## config.mk

```make
export PLATFORM = sky130hd
export DESIGN_NAME = ps2_keycode_rx
export DESIGN_NICKNAME = d
export VERILOG_FILES = /design/src/rtl/ps2_keycode_rx.sv
export SDC_FILE = /design/constraint.sdc
export NUM_CORES = 1
export LEC_CHECK = 0
export BUFFER_PORTS_ARGS = -buffer_cell sky130_fd_sc_hd__clkbuf_2
export CAP_MARGIN = 40
export CORE_MARGIN = 1
export CORE_UTILIZATION = 53
export CTS_CLUSTER_DIAMETER = 100
export DETAILED_ROUTE_END_ITERATION = 8
export PLACE_DENSITY_LB_ADDON = 0.05
export SYNTH_ARGS = -nofsm -noshare
export SYNTH_HDL_FRONTEND = slang
export SYNTH_SLANG_ARGS = --single-unit
```

## constraint.sdc

```tcl
create_clock -name clk -period 1.81 [get_ports clk]
set_input_delay 0.181 -clock clk [delete_from_list [all_inputs] [get_ports clk]]
set_output_delay 0.181 -clock clk [all_outputs]
set_load 0.05 [all_outputs]
```

## src/rtl/ps2_keycode_rx.sv

```systemverilog
// PS/2 keyboard receiver: deserializes frames into one-cycle make codes, strips F0/E0 prefixes.
// Optional PS2_REPEAT_FILTER_EN suppresses typematic repeats of the last emitted make code.
module ps2_keycode_rx #(
    parameter int unsigned TIMEOUT_CYCLES = 50000,
    parameter logic [7:0]  IDLE_CODE      = 8'h00
) (
    input  logic       clk,
    input  logic       reset,
    input  logic       ps2_clk,
    input  logic       ps2_data,
    output logic [7:0] key_code,
    output logic       key_valid,
    output logic       frame_err,
    output logic       busy
);

    localparam int unsigned TW = $clog2(TIMEOUT_CYCLES + 1);
    localparam logic [TW-1:0] TMO_MAX = TW'(TIMEOUT_CYCLES - 1);

    typedef enum logic [2:0] {S_IDLE, S_DATA, S_PARITY, S_STOP, S_DECODE} state_t;

    state_t        state, state_n;
    logic [1:0]    clk_sync, data_sync;
    logic          clk_prev;
    logic [2:0]    bit_cnt, bit_cnt_n;
    logic [7:0]    shreg, shreg_n;
    logic          parity, parity_n;
    logic [TW-1:0] tmo_cnt, tmo_cnt_n;
    logic          break_pending, break_pending_n;
    logic          ext_pending, ext_pending_n;
    logic [7:0]    key_code_n;
    logic          key_valid_n, frame_err_n;
    logic          fe, sd;
`ifdef PS2_REPEAT_FILTER_EN
    logic [7:0]    last_make, last_make_n;
`endif

    assign fe   = clk_prev & ~clk_sync[1];
    assign sd   = data_sync[1];
    assign busy = (state != S_IDLE);

    always_ff @(posedge clk) begin
        if (reset) begin
            clk_sync      <= '1;
            data_sync     <= '1;
            clk_prev      <= 1'b1;
            state         <= S_IDLE;
            bit_cnt       <= '0;
            shreg         <= '0;
            parity        <= 1'b0;
            tmo_cnt       <= '0;
            break_pending <= 1'b0;
            ext_pending   <= 1'b0;
            key_code      <= IDLE_CODE;
            key_valid     <= 1'b0;
            frame_err     <= 1'b0;
`ifdef PS2_REPEAT_FILTER_EN
            last_make     <= 8'h00;
`endif
        end else begin
            clk_sync      <= {clk_sync[0], ps2_clk};
            data_sync     <= {data_sync[0], ps2_data};
            clk_prev      <= clk_sync[1];
            state         <= state_n;
            bit_cnt       <= bit_cnt_n;
            shreg         <= shreg_n;
            parity        <= parity_n;
            tmo_cnt       <= tmo_cnt_n;
            break_pending <= break_pending_n;
            ext_pending   <= ext_pending_n;
            key_code      <= key_code_n;
            key_valid     <= key_valid_n;
            frame_err     <= frame_err_n;
`ifdef PS2_REPEAT_FILTER_EN
            last_make     <= last_make_n;
`endif
        end
    end

    always_comb begin
        state_n         = state;
        bit_cnt_n       = bit_cnt;
        shreg_n         = shreg;
        parity_n        = parity;
        tmo_cnt_n       = '0;
        break_pending_n = break_pending;
        ext_pending_n   = ext_pending;
        key_code_n      = IDLE_CODE;
        key_valid_n     = 1'b0;
        frame_err_n     = 1'b0;
`ifdef PS2_REPEAT_FILTER_EN
        last_make_n     = last_make;
`endif
        case (state)
            S_IDLE: begin
                if (fe && !sd) begin
                    state_n   = S_DATA;
                    bit_cnt_n = '0;
                end
            end
            S_DATA, S_PARITY, S_STOP: begin
                if (fe) begin
                    // an edge always wins over an expiring timeout
                    if (state == S_DATA) begin
                        shreg_n   = {sd, shreg[7:1]};
                        bit_cnt_n = bit_cnt + 3'd1;
                        if (bit_cnt == 3'd7) state_n = S_PARITY;
                    end else if (state == S_PARITY) begin
                        parity_n = sd;
                        state_n  = S_STOP;
                    end else if (sd && ((^shreg) ^ parity)) begin
                        state_n = S_DECODE;
                    end else begin
                        frame_err_n     = 1'b1;
                        break_pending_n = 1'b0;
                        ext_pending_n   = 1'b0;
                        state_n         = S_IDLE;
                    end
                end else if (tmo_cnt == TMO_MAX) begin
                    frame_err_n     = 1'b1;
                    break_pending_n = 1'b0;
                    ext_pending_n   = 1'b0;
                    state_n         = S_IDLE;
                end else begin
                    tmo_cnt_n = tmo_cnt + 1'b1;
                end
            end
            S_DECODE: begin
                state_n = S_IDLE;
                if (shreg == 8'hF0) begin
                    break_pending_n = 1'b1;
                end else if (shreg == 8'hE0) begin
                    ext_pending_n = 1'b1;
                end else if (break_pending || ext_pending) begin
`ifdef PS2_REPEAT_FILTER_EN
                    if (break_pending && shreg == last_make) last_make_n = 8'h00;
`endif
                    break_pending_n = 1'b0;
                    ext_pending_n   = 1'b0;
                end else begin
`ifdef PS2_REPEAT_FILTER_EN
                    if (shreg != last_make) begin
                        key_code_n  = shreg;
                        key_valid_n = 1'b1;
                        last_make_n = shreg;
                    end
`else
                    key_code_n  = shreg;
                    key_valid_n = 1'b1;
`endif
                end
            end
            default: state_n = S_IDLE;
        endcase
    end

endmodule

```

== After elaboration in Yosys (flattened, before gate mapping) ==
Cells that the tools add are included.
Storage, ports and cells
  flip-flop bits (word level): 48
  input bits: 4
  output and inout port bits: 11
  logic and storage cells: 91
Operators by class
  $add $sub $neg: 2
  equal/unequal tests: 20
  multiplexer cells: 30
  bitwise logic cells: 6
  reduce and logical (&&, ||, !) cells: 20
Operators with widths (count)
  two-way mux 3 bit: 10
  inequality test 3 bit, second input constant: 7
  adder 16 x 1 -> 16 bit, second input constant: 1
  equality test 16 bit, second input constant: 1
  equality test 8 bit, second input constant: 2
  two-way mux 1 bit: 16
  AND reduction 7 bit: 2
  one-hot mux 3 bit (2 select lines): 2
  inequality test 2 bit, second input constant: 4
  AND reduction 4 bit: 2
  OR reduction 4 bit: 2
  XOR reduction 8 bit: 1
  equality test 3 x 2 -> 1 bit, second input constant: 2
  equality test 3 bit, second input constant: 2
  AND reduction 3 bit: 2
  OR reduction 5 bit: 1
  inequality test 4 bit, second input constant: 1
  NOT 1 bit: 4
  one-hot mux 1 bit (2 select lines): 2
  nonzero test 2 bit: 2
  adder 3 x 1 -> 3 bit, second input constant: 1
  equality test 3 x 1 -> 1 bit, second input constant: 1
  logical NOT 3 bit: 1
  nonzero test 3 bit: 1
  other kinds (7): 8

== Logic depth before layout (Yosys ltp) ==
  depth in word-level cells: 8
  gate-level depth with buffers: 8

== Worst setup path before layout ==
No wires, ideal clock.
  path type: reg2reg
  from: register shreg[0]
  to: register break_pending
  setup time: 0.128 ns
  arrival: 1.736 ns
  data required time: 1.682 ns
  setup slack: -0.054 ns
  stages on the path, launching flop included: 8
  buffers on the path: 0
  clock period less this slack: 1.864 ns
  cell sequence: dfxtp_1 > inv_1 > ha_1 > xnor3_1 > xnor2_1 > and3_1 > a2111oi_4 > nor3_1
On the way
  longest elaborated chain between the ends: 5
  elaborated cells on any way between the ends: 11
RTL lines
  start, declared: line 26  | logic [7:0] shreg, shreg_n;
  start signal, assigned: line 66  | shreg <= shreg_n;
  XOR reduction 8 bit: line 111  | end else if (sd && ((^shreg) ^ parity)) begin
  XOR 1 bit: line 111
  logical AND 1 bit: line 111
  inequality test 3 bit (no line)
  AND reduction 7 bit (no line)
  end signal, assigned: line 69  | break_pending <= break_pending_n;
  end, declared: line 29  | logic break_pending, break_pending_n;
Several ways; a longest one is shown, not always the timed one.
A chain may end at the register's enable or synchronous reset.

== Worst setup path after layout ==
  from: register shreg[7]
  to: register break_pending
Same word-level chain as after synthesis.

==> metrics.cfg <==
[drt]
drtPass1Iterations=4
drt-initial-drc-count=74
num_vias=1618
drt-vias-per-instance=5.38
drc=0
detail_route.wl_per_cell_microns=12.9
ant_nets=0
wl_microns=3870

[clock_network]
worstSkewPairLatency_ns=0.29
cts_made_buffers=5
clk_pin_slew_worst_paths_ns=0.08
htree_num_levels=2
cts_sinks=48
cts_root_buf=clkbuf_8
cts_hold_buf=0
cts_buffer_depth=2
cts_tree=built

[worst_setup_path]
crit_type=reg2reg
cp-start-kind=flop
cp_data_arrival_time_ns=1.94
r2r_slack_ns=0.05
crit_slowest_cell=xnor3_1
r2r_cells=6
worst-path-max-fanout=2
cp.required_ns=1.99
path_cells=ha_4 -> xnor3_1 -> xnor2_2 -> and3_4 -> a2111oi_4 -> nor3_1
max_stage_delay_ns=0.37
reg2reg_to=break_pending$_SDFFE_PP0P_
critPathBufInv=0
end_kind=flop
cp_top_family=XOR/XNOR gates
cp-startpoint=shreg[7]$_SDFFE_PP0P_
r2r-start=shreg[7]$_SDFFE_PP0P_

[cells_and_area]
num_antenna_cells=0
nFillCells=322
drive_above_1_share_pct=24.1
multi_input_area_sq_mm=0.00110
area_growth_pct=16.3
nets=265
seq_area_sq_um=968

[yosys]
synth_nets=237
ys_ff_latch=48
yosys.cell_types.count=38
yosys_warnings=0
yosysSeqAreaShare_pct=45.7
dominantRegCellSynth=dfxtp_1
async_flop_share_pct=0
synth.area.top_cells=dfxtp_1 46%, nor2_1 7.1%, ha_1 4.8%
synth_edf_count=0
syn_area_per_cell_sq_um=9.34
syn-cell-area_sq_mm=0.00210
synth_top_area_share_pct=45.7
synth_top_area_cell=dfxtp_1
postSynthCellCount=225

[sta]
tightest_slew_ns=0.419
min_period_ns=1.76
grt_setup_unrepaired=true
hold_viol=0
final_max_slew_viol_count=0
finalSetupViolCount=0
slew_headroom_pct=71.8
finalClockSkew_ns=0.00413
clock.fmax_mhz=568
post-route-period-util_pct=97.3
holdWs_ns=0.0652

[place]
post-dp-hpwl_microns=2780
numPortBuffers=14
gp_congestion=0.820

[hold_path]
hold_path_class=in2reg
min_from=ps2_data
min_to=data_sync[0]$_SDFF_PP1_
holdPathStages=2

[floorplanning]
row_count=22
die-area_sq_mm=0.00422
die_h_microns=65.0
die_w_microns=65.0
fp.coreArea_sq_mm=0.00374
io_pins=15
start_util_pct=56.1

[power]
p_leak_nw=1.02
power.total_mw=1.69
peakVddDrop_mv=0.402
power_density_mw_per_mm2=691

[grt]
grt_pass1_wl_microns=6890
grtUsageTotal_pct=21.3
antenna_found_initial=0
overflow=0
grt_pass1_vias=1573
grt_max_degree=24

[run]
drv_cap=0

[run_status]
status=finished, final reports clean

## logic make-up after synthesis
group                    after synthesis  share of synthesized area (%)
XOR/XNOR                              17                           7.74
AO/OA/AOI/OAI                         23                           8.21
buffers and inverters                 17                           3.99
flip-flops                            48                           45.7
AND/OR/NAND/NOR                      107                           27.2
multiplexers                           5                           2.38
adder cells (fa/ha/maj)                8                           4.76
## worst max-delay path by stage
| stage | end | slack (ns) | cells after the start |
|---|---|---|---|
| after floorplan | break_pending$_SDFFE_PP0P_ | 0.001 | 6 |
| after global placement | break_pending$_SDFFE_PP0P_ | -0.006 | 6 |
| after detailed placement | break_pending$_SDFFE_PP0P_ | -0.06 | 6 |
| after CTS | break_pending$_SDFFE_PP0P_ | 0.03 | 7 |
| after global routing | break_pending$_SDFFE_PP0P_ | -0.01 | 6 |
| final | break_pending$_SDFFE_PP0P_ | 0.05 | 6 |
## final cells by class
| cell class | instances | share of cell area, % |
|---|---|---|
| timing repair buffer | 31 | 8.60 |
| inverter | 7 | 1.07 |
| clock buffer | 6 | 2.97 |
| clock inverter | 1 | 0.205 |
| multi-input combinational | 160 | 45.1 |
| tap | 48 | 2.46 |
| sequential | 48 | 39.6 |
## metrics by stage
step	setup TNS, ns	setup WS, ns	instance area [sq um]	util (%)	std cells
after floorplan	0	0.00139	2100	-	225
after global placement	-0.00626	-0.00626	2300	61.4	292
after detailed placement	-0.0576	-0.0576	2300	61.4	292
after CTS	0	0.0278	2400	64.2	300
after global routing	-0.0115	-0.0115	2440	65.3	301
final	0	0.0494	2440	65.3	301
## per-layer routing
metal / vias up / wire length, microns / global-route usage (%)
li1: 825 / - / -
met1: 766 / 1820 / 26.3
met2: 21 / 1880 / 35.4
met3: 6 / 116 / 5.28
met4: 0 / 50 / 8.33
met5: - / 0 / 0
## worst register-to-register path, cell delays in order (launching register included)
cell	delay, ns
dfxtp_2	0.34
ha_4	0.23
xnor3_1	0.37
xnor2_2	0.16
and3_4	0.19
a2111oi_4	0.28
nor3_1	0.08
## report_power, final
part | switching [mW] | internal, mW | total, mW
Clock | 0.327 | 0.263 | 0.590
Combinational | 0.0207 | 0.0144 | 0.0351
Sequential | 0.00356 | 1.06 | 1.06
## sequential cells by signal, summed over array words and instances, names as in the netlist
| name | count |
|---|---|
| clk_prev | 1 |
| key_code | 8 |
| state | 3 |
| clk_sync | 2 |
| data_sync | 2 |
| frame_err | 1 |
| break_pending | 1 |
| parity | 1 |
| key_valid | 1 |
| ext_pending | 1 |
| shreg | 8 |
| bit_cnt | 3 |
| tmo_cnt | 16 |
## cells in the final DEF, fill, tap and decap left out, types with 2 or more instances in the layout
master    instances
mux2i_1           5
and3_1           14
xor2_1           10
xnor2_2           2
dfxtp_2           6
dfxtp_1          42
a21oi_1           9
and4_1            4
clkbuf_8          5
nand4_1           4
o21ai_0           3
nor3_1            4
inv_1             5
xnor2_1           4
inv_2             2
nor2_1           40
nor2b_1           2
ha_1              6
and2_1            2
buf_4            16
or2_2             5
clkbuf_2         14
nor4bb_1          2
nand2_1          11
ha_4              2
nand3_1          10
o21ai_1           3
nand2b_1          3
## synthesized netlist by cell type, drive strengths merged (6+ instances only)
master and instances:
a21oi 10, and3 15, buf 6, dfxtp 48
ha 8, inv 7, nand2 11, nand3 10
nor2 40, o21ai 6, xnor2 6, xor2 10
## timing repair
item,in CTS,in global routing
pin swaps,5,3
gates resized for setup,6,7
cloned,0,0
setup endpoints to repair,1,1
setup buffers,1,1
No activity file was read; power rests on OpenSTA's default activity.
